### config.mk
export PLATFORM = sky130hd
export DESIGN_NAME = audvid_i2s_transmitter
export DESIGN_NICKNAME = d
export VERILOG_FILES = /design/src/rtl/audvid_pkg.sv /design/src/rtl/audvid_sample_fifo.sv /design/src/rtl/audvid_i2s_transmitter.sv
export SDC_FILE = /design/constraint.sdc
export NUM_CORES = 1
export LEC_CHECK = 0
export ABC_CLOCK_PERIOD_IN_PS = 2750
export BUFFER_PORTS_ARGS = -buffer_cell sky130_fd_sc_hd__buf_2
export CAP_MARGIN = 20
export CORE_ASPECT_RATIO = 0.8
export CORE_UTILIZATION = 50
export CTS_BUF_LIST = sky130_fd_sc_hd__clkbuf_4 sky130_fd_sc_hd__clkbuf_8
export DETAILED_ROUTE_END_ITERATION = 8
export GPL_TIMING_DRIVEN = 0
export PLACE_DENSITY = 0.76
export SLEW_MARGIN = 20
export SYNTH_ARGS = -nofsm -noshare
export SYNTH_HDL_FRONTEND = slang
export SYNTH_SLANG_ARGS = --single-unit
### constraint.sdc
create_clock -name I2SCLK -period 2.75 [get_ports I2SCLK]
set_clock_uncertainty 0.05 [all_clocks]
set_input_delay 0.4125 -clock I2SCLK [delete_from_list [all_inputs] [get_ports I2SCLK]]
set_output_delay 0.4125 -clock I2SCLK [all_outputs]
set_load 0.05 [all_outputs]
### src/rtl/audvid_pkg.sv
// Shared constants and state encoding for the audvid audio blocks.
package audvid_pkg;

  localparam int AUDIO_SAMPLE_WIDTH  = 16;
  localparam int I2S_SLOTS_PER_FRAME = 32;
  localparam int UNDERRUN_CNT_WIDTH  = 8;

  typedef enum logic {
    IDLE = 1'b0,
    RUN  = 1'b1
  } state_t;

endpackage

### src/rtl/audvid_sample_fifo.sv
// Stereo-frame FIFO with occupancy counter; a push is allowed into a full FIFO
// only when a pop frees a slot in the same cycle.
module audvid_sample_fifo #(
  parameter int WIDTH = 32,
  parameter int DEPTH = 4
) (
  input  logic             i_clk,
  input  logic             i_rst,
  input  logic             i_push,
  input  logic [WIDTH-1:0] i_wdata,
  input  logic             i_pop,
  output logic [WIDTH-1:0] o_rdata,
  output logic             o_full,
  output logic             o_empty,
  output logic             o_full_nxt
);
  localparam int AW = $clog2(DEPTH);
  localparam logic [AW:0] FULL_CNT = (AW+1)'(DEPTH);

  logic [WIDTH-1:0] r_mem [DEPTH];
  logic [AW-1:0]    r_wptr, r_rptr;
  logic [AW:0]      r_count, w_count_nxt;
  logic             w_wr, w_rd;

  assign o_full  = (r_count == FULL_CNT);
  assign o_empty = (r_count == '0);
  assign w_rd    = i_pop && !o_empty;
  assign w_wr    = i_push && (!o_full || w_rd);
  assign o_rdata = r_mem[r_rptr];

  always_comb begin
    w_count_nxt = r_count;
    if (w_wr && !w_rd)      w_count_nxt = r_count + 1'b1;
    else if (!w_wr && w_rd) w_count_nxt = r_count - 1'b1;
  end

  // Lets the parent register its ready flag with the post-edge occupancy.
  assign o_full_nxt = (w_count_nxt == FULL_CNT);

  always_ff @(posedge i_clk or posedge i_rst) begin
    if (i_rst) begin
      r_wptr  <= '0;
      r_rptr  <= '0;
      r_count <= '0;
    end else begin
      if (w_wr) r_wptr <= r_wptr + 1'b1;
      if (w_rd) r_rptr <= r_rptr + 1'b1;
      r_count <= w_count_nxt;
    end
  end

  always_ff @(posedge i_clk) begin
    if (w_wr) r_mem[r_wptr] <= i_wdata;
  end

endmodule

### src/rtl/audvid_i2s_transmitter.sv
// Philips I2S transmitter: frame FIFO feeding a 32-slot serializer with underrun
// tracking. Slot 31 is the frame boundary; IDLE parks the slot counter there.
module audvid_i2s_transmitter
  import audvid_pkg::*;
#(
  parameter int SAMPLE_WIDTH = AUDIO_SAMPLE_WIDTH,
  parameter int FIFO_DEPTH   = 4
) (
  input  logic                          I2SCLK,
  input  logic                          Reset,
  input  logic                          Enable,
  input  logic                          Mute,
  input  logic                          SampleValid,
  output logic                          SampleReady,
  input  logic [SAMPLE_WIDTH-1:0]       SampleLeft,
  input  logic [SAMPLE_WIDTH-1:0]       SampleRight,
  output logic                          I2S_LRCK,
  output logic                          I2S_SDATA,
  output logic                          Underrun,
  output logic [UNDERRUN_CNT_WIDTH-1:0] UnderrunCount
);
  localparam int FW = 2 * SAMPLE_WIDTH;
  localparam int CW = $clog2(I2S_SLOTS_PER_FRAME);
  localparam logic [CW-1:0] LAST_SLOT = CW'(I2S_SLOTS_PER_FRAME - 1);
  localparam logic [CW-1:0] LR_FIRST  = CW'(I2S_SLOTS_PER_FRAME / 2 - 1);
  localparam logic [CW-1:0] LR_LAST   = CW'(I2S_SLOTS_PER_FRAME - 2);

  state_t                        r_state, w_state_nxt;
  logic [CW-1:0]                 r_bitcnt, w_bitcnt_nxt;
  logic [FW-1:0]                 r_shift, w_frame, w_rdata;
  logic                          r_lrck, r_sdata, r_ready, r_primed, r_underrun;
  logic [UNDERRUN_CNT_WIDTH-1:0] r_urcnt;
  logic                          w_boundary, w_load, w_enter_idle, w_starve;
  logic                          w_push, w_pop, w_full, w_empty, w_full_nxt;

  assign w_boundary = (r_bitcnt == LAST_SLOT);
  assign w_push     = SampleValid && r_ready && !w_full;
  assign w_pop      = w_load;

  audvid_sample_fifo #(
    .WIDTH (FW),
    .DEPTH (FIFO_DEPTH)
  ) u_fifo (
    .i_clk      (I2SCLK),
    .i_rst      (Reset),
    .i_push     (w_push),
    .i_wdata    ({SampleLeft, SampleRight}),
    .i_pop      (w_pop),
    .o_rdata    (w_rdata),
    .o_full     (w_full),
    .o_empty    (w_empty),
    .o_full_nxt (w_full_nxt)
  );

  always_ff @(posedge I2SCLK or posedge Reset) begin
    if (Reset) r_state <= IDLE;
    else       r_state <= w_state_nxt;
  end

  always_comb begin
    w_state_nxt = r_state;
    if (w_boundary) w_state_nxt = Enable ? RUN : IDLE;
  end

  // A frame is loaded only when the next frame will actually be sent.
  always_comb begin
    w_load       = w_boundary && (w_state_nxt == RUN);
    w_enter_idle = (r_state == RUN) && (w_state_nxt == IDLE);
    w_starve     = w_load && w_empty;
    w_frame      = (w_empty || Mute) ? '0 : w_rdata;
    if (w_load)                    w_bitcnt_nxt = '0;
    else if (w_state_nxt == IDLE)  w_bitcnt_nxt = LAST_SLOT;
    else                           w_bitcnt_nxt = r_bitcnt + 1'b1;
  end

  // LRCK is computed from the upcoming slot so it leads data by one bit.
  always_ff @(posedge I2SCLK or posedge Reset) begin
    if (Reset) begin
      r_bitcnt <= LAST_SLOT;
      r_shift  <= '0;
      r_sdata  <= 1'b0;
      r_lrck   <= 1'b0;
    end else begin
      r_bitcnt <= w_bitcnt_nxt;
      r_lrck   <= (w_state_nxt == RUN) && (w_bitcnt_nxt >= LR_FIRST) &&
                  (w_bitcnt_nxt <= LR_LAST);
      if (w_load) begin
        r_sdata <= w_frame[FW-1];
        r_shift <= {w_frame[FW-2:0], 1'b0};
      end else if (w_state_nxt == RUN) begin
        r_sdata <= r_shift[FW-1];
        r_shift <= {r_shift[FW-2:0], 1'b0};
      end else begin
        r_sdata <= 1'b0;
        r_shift <= '0;
      end
    end
  end

  always_ff @(posedge I2SCLK or posedge Reset) begin
    if (Reset) begin
      r_ready    <= 1'b0;
      r_primed   <= 1'b0;
      r_underrun <= 1'b0;
      r_urcnt    <= '0;
    end else begin
      r_ready <= !w_full_nxt;
      if (w_enter_idle)                          r_primed <= 1'b0;
      else if (w_push && (w_state_nxt == RUN))   r_primed <= 1'b1;
      if (w_starve && r_primed) begin
        r_underrun <= 1'b1;
        if (r_urcnt != '1) r_urcnt <= r_urcnt + 1'b1;
      end
    end
  end

  assign SampleReady   = r_ready;
  assign I2S_LRCK      = r_lrck;
  assign I2S_SDATA     = r_sdata;
  assign Underrun      = r_underrun;
  assign UnderrunCount = r_urcnt;

endmodule
==> results.json <==
{
  "status": "complete, no violations",
  "ant_nets": 0,
  "synth_edf_count": 128,
  "start_util_pct": 51.66,
  "power_per_cell_area_nw_per_um2": 996.5,
  "final_hold_viol_count": 0,
  "wl_per_cell_microns": 19.17,
  "drt-initial-drc-count": 243,
  "pre_cts_ws_ns": 0.3005,
  "fin_cells": 632,
  "peakVddDrop_v": 0.0004132,
  "reg2reg_from": "r_bitcnt[0]$_DFF_PP1_",
  "design.core.area_sq_um": 13690,
  "synthFlopType": "edfxtp_1",
  "layout-drive-gt1-share_pct": 30.89,
  "chipHeight_microns": 108.4,
  "area_growth_pct": 12.96,
  "tightest_slew_ns": 0.7363,
  "final_max_slew_viol_count": 0,
  "fin_ws_ns": 0.3094,
  "io_pins": 49,
  "synthCells": 366,
  "drc_errors": 0,
  "die_w_microns": 135.0,
  "setup_viol": 0,
  "drv_cap": 0,
  "grt_antenna_before_repair": 2,
  "clock_sinks": 185,
  "num_vias": 3510,
  "place.port_buffers": 48,
  "root_buffer": "clkbuf_8",
  "p_leak_nw": 3.027,
  "clk_pin_slew_ns": 0.09,
  "grt-ovfl-total": 0,
  "cts_tree": "yes",
  "power_mw": 7.964,
  "slew_headroom_pct": 50.92,
  "yosysMostFrequentCell": "edfxtp_1",
  "seq_area_frac_synth_pct": 74.58,
  "grt_pass1_wl_microns": 20060,
  "hold_buffers": 0,
  "yosysTopAreaCell": "edfxtp_1",
  "start_kind": "flop",
  "async_reset_ff_share_pct": 30.81,
  "dp_hpwl_microns": 7818,
  "cts_setup_buffers": 0,
  "cts_resized": 0,
  "track_usage_pct": 18.80,
  "synth_cell_type_count": 46,
  "final_nets": 484,
  "synthesis.area_sq_um": 7074,
  "grt_pass1_vias": 3812,
  "startpoint": "r_bitcnt[0]$_DFF_PP1_",
  "critical_path_class": "flop to flop",
  "worstSetupEndpointType": "flop",
  "yosys_warnings": 0,
  "dieArea_sq_um": 14630,
  "htree_num_levels": 4,
  "cts_max_path_buffers": 2,
  "finalCritPeriodShare_pct": 88.75,
  "synth_top_area_share_pct": 54.33,
  "rsz0062_at_grt": "no",
  "numCtsBuffers": 17,
  "vias_per_cell": 5.554,
  "crit_fanout": 10,
  "drt-total-wl_microns": 12120,
  "num_rows": 38,
  "clkLatencyLatePin_ns": 0.44,
  "placed_area_sq_um": 7635,
  "design_area_sq_um": 7991,
  "fmax_mhz": 409.7,
  "cp.arrival_ns": 2.76,
  "syn-mean-instance-area_sq_um": 19.33,
  "dp.cells": 598,
  "synth_nets": 413,
  "crit_required_ns": 3.07,
  "grt_max_degree": 58,
  "period_needed_ns": 2.441,
  "synth_area_leaders": "edfxtp_1 54%, dfrtp_1 18%, mux4_2 10%",
  "place.gp.congestion": 0.7184,
  "synth_seq_cells": 185,
  "first_pass_iters": 4,
  "hp-class": "input pin to asynchronous set/reset pin",
  "yosys-top-cells-count": "128 x edfxtp_1, 52 x dfrtp_1, 32 x mux4_2"
}
==> kinds of logic after synthesis <==
kind of cell	share of synthesized area (%)
compound gates	6.650
xor+xnor	1.609
fa+ha+maj	1.769
buf+inv	1.822
flops	74.58
mux	10.35
simple gates	3.219
==> worst paths after layout <==
kind	to	slack, ns	cells past startpoint
max	r_shift[3]$_DFF_PP0_	0.31	7
min	r_shift[6]$_DFF_PP0_	0.04	2
max reg2reg	r_shift[3]$_DFF_PP0_	0.31	7
min reg2reg	r_shift[19]$_DFF_PP0_	0.43	1
max in group asynchronous	r_shift[2]$_DFF_PP0_	2.10	2
min in group I2SCLK	u_fifo.r_mem[0][27]$_DFFE_PP_	0.13	1
==> layer usage <==
layer	vias to the layer above	GRT usage, %	routed length [microns]
li1	1600	-	-
met1	1828	25.48	5261
met2	74	30.04	6112
met3	8	4.641	631
met4	0	6.501	110
met5	-	0	0
==> cells in the final DEF, fill, tap and decap left out, types with 4 or more instances in the layout <==
cell type,synthesis,routed
edfxtp_1,128,128
dfrtp_1,52,52
buf_2,4,52
mux4_2,32,32
a22o_1,31,31
clkbuf_8,0,17
nand2_1,13,13
ha_1,10,10
xnor2_1,9,9
nor2_1,8,8
inv_1,9,8
clkbuf_1,7,7
dfstp_2,5,5
xor2_1,4,4
and2_2,0,4
clkinv_4,0,4
==> final cells by class <==
type	count	area [sq um]
clock inverters	15	117.6
diodes	2	5.005
inverters	9	36.28
repair buffers	52	327.8
well taps	180	225.2
plain buffers	16	95.09
multi-input cells	156	1674
clock buffers	17	234.0
fillers	1015	5702
flip-flops and latches	185	5276
==> state kept, by name, indices dropped and copies added (netlist names) <==
| name | cells |
|---|---|
| r_state | 1 |
| u_fifo.r_count | 3 |
| r_bitcnt | 5 |
| SampleReady | 1 |
| u_fifo.r_wptr | 2 |
| r_shift | 31 |
| Underrun | 1 |
| UnderrunCount | 8 |
| u_fifo.r_rptr | 2 |
| u_fifo.r_mem | 128 |
| I2S_LRCK | 1 |
| I2S_SDATA | 1 |
| r_primed | 1 |
==> where the power goes <==
group	internal (mW)	leakage [nW]	switching, mW
sequential	3.67	1.92	0.211
combinational	1.07	0.934	1.39
clock	0.643	0.178	0.977
==> critical path, cell delays in order (launching register included) <==
cell	delay, ns
dfstp_2	0.58
ha_1	0.18
and3_1	0.17
ha_1	0.21
nand2_1	0.21
nor3_2	0.44
buf_2	0.33
a22o_1	0.19
==> metrics by stage <==
stage               util, %  hold slack, ns  setup TNS [ns]
floorplan                 -          0.3988               0
global placement      55.06          0.4020          -41.82
detailed placement    55.76          0.4067               0
CTS                   58.32         0.06443               0
global route          58.32         0.08636               0
finish                58.36         0.03995               0
Power figures use the tool's default switching activity.
